<file path="config.mk">
export PLATFORM = sky130hd
export DESIGN_NAME = pe_buffer_drain
export DESIGN_NICKNAME = d
export VERILOG_FILES = /design/src/rtl/pe_pkg.sv /design/src/rtl/pe_requant.sv /design/src/rtl/pe_buffer_drain.sv
export SDC_FILE = /design/constraint.sdc
export NUM_CORES = 1
export LEC_CHECK = 0
export BUFFER_PORTS_ARGS = -buffer_cell sky130_fd_sc_hd__buf_2
export CAP_MARGIN = 30
export CORE_UTILIZATION = 48
export DETAILED_ROUTE_END_ITERATION = 16
export PLACE_DENSITY = 0.81
export SETUP_SLACK_MARGIN = 0.3
export SYNTH_ARGS = -nofsm -noshare
export SYNTH_HDL_FRONTEND = slang
export SYNTH_SLANG_ARGS = --single-unit
export TNS_END_PERCENT = 20
</file>
<file path="constraint.sdc">
create_clock -name i_clk -period 3.98 [get_ports i_clk]
set_clock_uncertainty 0.15 [all_clocks]
set_input_delay 0.796 -clock i_clk [delete_from_list [all_inputs] [get_ports i_clk]]
set_output_delay 0.796 -clock i_clk [all_outputs]
set_load 0.05 [all_outputs]
</file>
<file path="src/rtl/pe_pkg.sv">
// Shared PE definitions: buffer geometry, datapath types and the drain FSM state type.
// Used by the reducer, the requantiser and the buffer drain.
package pe_pkg;

    localparam int unsigned ACC_W     = 36;  // accumulator width (signed)
    localparam int unsigned OUT_W     = 16;  // activation width (signed)
    localparam int unsigned NUM_ENTRY = 10;  // accumulation-buffer entries
    localparam int unsigned ADDR_W    = 7;   // reducer address width

    typedef logic signed [ACC_W-1:0] acc_t;
    typedef logic signed [OUT_W-1:0] act_t;

    typedef enum logic [1:0] {
        IDLE,
        SCAN,
        SEND,
        DONE
    } drain_state_e;

endpackage

</file>
<file path="src/rtl/pe_requant.sv">
// Combinational requantiser: turns a signed partial sum into a non-negative activation.
// It rounds half up while dropping SHIFT fractional bits, clamps negatives to 0 (ReLU)
// and saturates to the largest positive activation.
//   i_acc : signed accumulator value (ACC_W bits)
//   o_act : requantised activation (OUT_W bits, always >= 0)
module pe_requant #(
    parameter int unsigned ACC_W = pe_pkg::ACC_W,
    parameter int unsigned OUT_W = pe_pkg::OUT_W,
    parameter int unsigned SHIFT = 8
) (
    input  logic signed [ACC_W-1:0] i_acc,
    output logic signed [OUT_W-1:0] o_act
);

    // One extra bit keeps the rounding add free of overflow.
    localparam logic signed [ACC_W:0] RND =
        (SHIFT > 0) ? ((ACC_W + 1)'(1) << (SHIFT - 1)) : '0;
    localparam logic signed [ACC_W:0] MAX_POS =
        {{(ACC_W - OUT_W + 2){1'b0}}, {(OUT_W - 1){1'b1}}};

    logic signed [ACC_W:0] wide;
    logic signed [ACC_W:0] rounded;

    always_comb begin
        wide    = $signed({i_acc[ACC_W-1], i_acc}) + RND;
        rounded = wide >>> SHIFT;
        if (rounded < 0) begin
            o_act = '0;
        end else if (rounded > MAX_POS) begin
            o_act = MAX_POS[OUT_W-1:0];
        end else begin
            o_act = rounded[OUT_W-1:0];
        end
    end

endmodule

</file>
<file path="src/rtl/pe_buffer_drain.sv">
// Drains the reducer's accumulation buffer after i_finish: snapshots every entry, requantises
// one entry per SCAN cycle and streams the results (optionally only non-zero ones) with their
// index over a valid/ready port. o_clear lets the reducer restart while the drain runs.
//   i_clk, i_rst  : clock, synchronous active-high reset
//   i_finish      : buffer-final pulse from the reducer (captured only in IDLE)
//   i_buf         : reducer accumulation buffer
//   o_clear       : one-cycle pulse after capture
//   o_valid/i_ready, o_data, o_idx : output stream
//   o_busy        : not IDLE
//   o_done        : one-cycle pulse at end of drain
//   o_count       : entries transmitted in the current/last drain
//   o_overrun     : sticky, i_finish seen while not IDLE
module pe_buffer_drain
    import pe_pkg::*;
#(
    parameter int unsigned NUM_ENTRY = pe_pkg::NUM_ENTRY,
    parameter int unsigned ACC_W     = pe_pkg::ACC_W,
    parameter int unsigned OUT_W     = pe_pkg::OUT_W,
    parameter int unsigned SHIFT     = 8,
    parameter bit          SKIP_ZERO = 1'b1,
    parameter int unsigned IDX_W     = $clog2(NUM_ENTRY)
) (
    input  logic                              i_clk,
    input  logic                              i_rst,
    input  logic                              i_finish,
    input  logic [NUM_ENTRY-1:0][ACC_W-1:0]   i_buf,
    output logic                              o_clear,
    output logic                              o_valid,
    input  logic                              i_ready,
    output logic [OUT_W-1:0]                  o_data,
    output logic [IDX_W-1:0]                  o_idx,
    output logic                              o_busy,
    output logic                              o_done,
    output logic [IDX_W:0]                    o_count,
    output logic                              o_overrun
);

    drain_state_e                    state_q, state_d;
    logic [NUM_ENTRY-1:0][ACC_W-1:0] snap_q;
    logic [IDX_W-1:0]                idx_q, idx_d;
    logic [OUT_W-1:0]                data_q;
    logic [IDX_W-1:0]                oidx_q;
    logic [IDX_W:0]                  count_q;
    logic                            overrun_q;
    logic                            clear_q;

    logic             capture;
    logic             load;
    logic             handshake;
    logic             last;
    logic [OUT_W-1:0] q;

    pe_requant #(
        .ACC_W (ACC_W),
        .OUT_W (OUT_W),
        .SHIFT (SHIFT)
    ) u_requant (
        .i_acc (snap_q[idx_q]),
        .o_act (q)
    );

    assign last = (idx_q == IDX_W'(NUM_ENTRY - 1));

    always_comb begin
        state_d   = state_q;
        idx_d     = idx_q;
        capture   = 1'b0;
        load      = 1'b0;
        handshake = 1'b0;
        unique case (state_q)
            IDLE: begin
                if (i_finish) begin
                    capture = 1'b1;
                    idx_d   = '0;
                    state_d = SCAN;
                end
            end
            SCAN: begin
                if (SKIP_ZERO && (q == '0)) begin
                    if (last) begin
                        state_d = DONE;
                    end else begin
                        idx_d = idx_q + 1'b1;
                    end
                end else begin
                    load    = 1'b1;
                    state_d = SEND;
                end
            end
            SEND: begin
                if (i_ready) begin
                    handshake = 1'b1;
                    if (last) begin
                        state_d = DONE;
                    end else begin
                        idx_d   = idx_q + 1'b1;
                        state_d = SCAN;
                    end
                end
            end
            DONE: begin
                state_d = IDLE;
            end
            default: begin
                state_d = IDLE;
            end
        endcase
    end

    always_ff @(posedge i_clk) begin
        if (i_rst) begin
            state_q   <= IDLE;
            snap_q    <= '0;
            idx_q     <= '0;
            data_q    <= '0;
            oidx_q    <= '0;
            count_q   <= '0;
            overrun_q <= 1'b0;
            clear_q   <= 1'b0;
        end else begin
            state_q <= state_d;
            idx_q   <= idx_d;
            clear_q <= capture;
            if (capture) begin
                snap_q  <= i_buf;
                count_q <= '0;
            end
            if (load) begin
                data_q <= q;
                oidx_q <= idx_q;
            end
            if (handshake) begin
                count_q <= count_q + 1'b1;
            end
            // Any finish outside IDLE (including the DONE->IDLE cycle) is dropped.
            if (i_finish && (state_q != IDLE)) begin
                overrun_q <= 1'b1;
            end
        end
    end

    assign o_clear   = clear_q;
    assign o_valid   = (state_q == SEND);
    assign o_data    = data_q;
    assign o_idx     = oidx_q;
    assign o_busy    = (state_q != IDLE);
    assign o_done    = (state_q == DONE);
    assign o_count   = count_q;
    assign o_overrun = overrun_q;

endmodule
</file>
==> flow_summary.ini <==
[synthesis]
synthMuxAreaShare_pct = 12.2
synth_top_area_share_pct = 44.0
synth-seq-cells = 323
syn-cell-area_um2 = 14700
synthAdderAreaFrac_pct = 0.681
async_flop_share_pct = 0
ys_warn_count = 0
synthFlopType = dfxtp_1
synth_fp_nets = 2167
synth_edf_count = 0
synth_xor_area_share_pct = 1.07
ys_seq_area_share_pct = 44.0
synth_common_cells = nand2_1, dfxtp_1, a21oi_1
yosysUniqueCellTypes = 70
synth_compound_area_share_pct = 16.1
synth_top_family_by_area = simple AND/OR/NAND/NOR gates
synthTopCellsByArea = dfxtp_1, nand2_1, a21oi_1
post-synth-top-area-cell = dfxtp_1
synth_most_common_cell = nand2_1
netlist_instances = 1795
avgSynthCellArea_um2 = 8.19
synth-simple-area-share_pct = 21.4

[critical_path]
crit_top_cell = buf_4
crit_slowest_cell = or4_1
path_cells = clkbuf_4 -> buf_4 -> mux2_2 -> o22ai_1 -> o32a_2 -> nor4b_4 -> nand3_4 -> buf_4 -> a2111oi_4 -> nor3_4 -> nor4_4 -> buf_4 -> a31oi_4 -> or4_1 -> a21oi_1
cp-start-kind = flop
r2r-start = idx_q[0]
criticalPathCategory = reg -> reg
crit_path_max_incr_delay_ps = 540
worst_setup_path_end_kind = flop
worstPathArrival_ps = 4310
required_ps = 4260
cp_max_fo = 8
critPathLaunch = idx_q[0]

[route]
drt_iter0_drc = 1022
vias_per_cell = 5.54
wire_per_inst_um = 17.8
num_vias = 14124
ant_nets = 0
drc = 0
drt_wl_total_um = 45300
drt_pass1_iterations = 7

[power]
power_density_nw_per_um2 = 605
power_mw = 11.4
leakage_nw = 7.60
vdd.ir_drop.worst_mv = 0.360

[timing]
tightest_slew_ps = 670
holdWs_ps = 301
max_freq_ghz = 0.248
rsz0062_at_grt = true
final_max_slew_viol_count = 0
final-setup-viol-count = 2
fin_crit_sh_pct = 101
finalHoldViolations = 0
post-route-min-period_ps = 4030
fin_ws_ps = -53.9
maxSlewHeadroom_pct = 55.2

[final_layout]
seq_area_um2 = 6470
fill_cells = 2453
final_nets = 2502
drive_gt1_share_pct = 29.0
fin_cells = 2549
multi_input_area_um2 = 7850
finish.utilization_pct = 62.9
synthToLayoutAreaGrowth_pct = 27.8
stdcell_area_um2 = 18800

[grt]
antenna_found_initial = 11
grt-ovfl-total = 0
grt_max_degree = 133
grt.total_usage_pct = 27.9
grt_pass1_wl_um = 68900
grt_pass1_vias = 13316

[clock_network]
ctsLongestPathBuffers = 3
path_clk_slew_ps = 60
clock_latency_ps = 510
numCtsBuffers = 34
cts_tree = built
cts_hold_buf = 0
clockRootBuffer = clkbuf_16
h-tree-depth = 2
cts.sinks = 323

[flow_run]
drv_cap = 0

[outcome]
outcome = finished with violations
violations = negative setup slack

[placement]
gp_congestion = 0.885
placed_area_um2 = 17200
place_hpwl_um = 32200
dp.cells = 2467
io_buffers = 323

[min_path]
min_from = snap_q[271]
hold_path.class = reg -> reg

[die]
start_util_pct = 49.2
io-pin-count = 394
die_w_um = 177
die_h_um = 177
coreArea_um2 = 29900
fp-row-count = 63
dieArea_um2 = 31300
[metrics by stage]
stage          setup TNS, ps  setup slack (ps)
6_report               -59.5             -53.9
3_3_place_gp           -1190             -91.0
5_1_grt                -1830              -168
2_1_floorplan           -133             -67.2
4_1_cts                    0              4.85
3_5_place_dp           -1400              -146
[final cells by class]
cell class / count / area share [%]
clock inverters: 13 / 0.840
repair buffers: 438 / 14.7
multi-input cells: 1321 / 41.8
clock buffers: 48 / 5.24
diodes: 4 / 0.0533
flip-flops and latches: 323 / 34.5
inverters: 12 / 0.240
well taps: 390 / 2.60
[worst max-delay path, delay by kind of cell, from the launching register on]
family                 cells  cell delay, ps
and+or+nand+nor            5            1410
AOI/OAI and AO/OA          5            1040
buffers and inverters      4             740
DFF                        1             360
muxes                      1             240
[registers in the layout, indices dropped and copies added (netlist names)]
| register | count |
|---|---|
| o_overrun | 1 |
| state_q | 2 |
| o_idx | 4 |
| idx_q | 4 |
| o_count | 5 |
| o_data | 16 |
| o_clear | 1 |
| snap_q | 290 |
[power by group]
part	switching [mW]	internal, mW	leakage (nW)
registers	0.291	3.78	2.65
clock network	1.30	1.93	0.550
logic	2.43	1.63	4.39
total	4.02	7.34	7.60
[cells in the final DEF (no fill, tap or decap), types with 11 or more instances in the layout]
cell and count:
mux2i_1 47, dfxtp_1 320, clkbuf_16 37, a31oi_1 15
o21ai_0 12, buf_2 322, o22ai_1 19, xor2_1 11
buf_4 89, mux4_2 40, nor2_1 63, nand2_1 613
a21oi_1 298, buf_12 18, mux2_2 33
[path summary, 6_finish.rpt]
check	cells after the start	to	slack, ps
setup / recovery	15	idx_q[1]	-50
hold / removal	2	snap_q[271]	300
setup reg to reg	15	idx_q[1]	-50
hold reg to reg	2	snap_q[271]	300
[timing repair]
| action | in CTS | in global routing |
|---|---|---|
| cloned | 0 | 2 |
| setup endpoints to repair | 26 | 26 |
| pin swaps | 7 | 10 |
| setup buffers | 3 | 12 |
| gates resized for setup | 11 | 43 |
[kinds of logic after synthesis]
group                    count (synthesis)
buffers and inverters                  151
AND/OR/NAND/NOR                        759
AO/OA/AOI/OAI                          412
XOR/XNOR                                18
adder cells (fa/ha/maj)                  8
multiplexers                           124
flip-flops                             323
[layer usage]
metal	vias up	GRT usage [%]	wire length, um	share of wire [%]
met5	-	0	69	0.15
met4	12	11.6	1790	4.0
met3	117	5.37	2960	6.5
met2	520	46.5	21700	48
met1	6665	35.1	18700	41
li1	6810	-	-	-
Note: power is estimated with default switching activity, not from simulation.
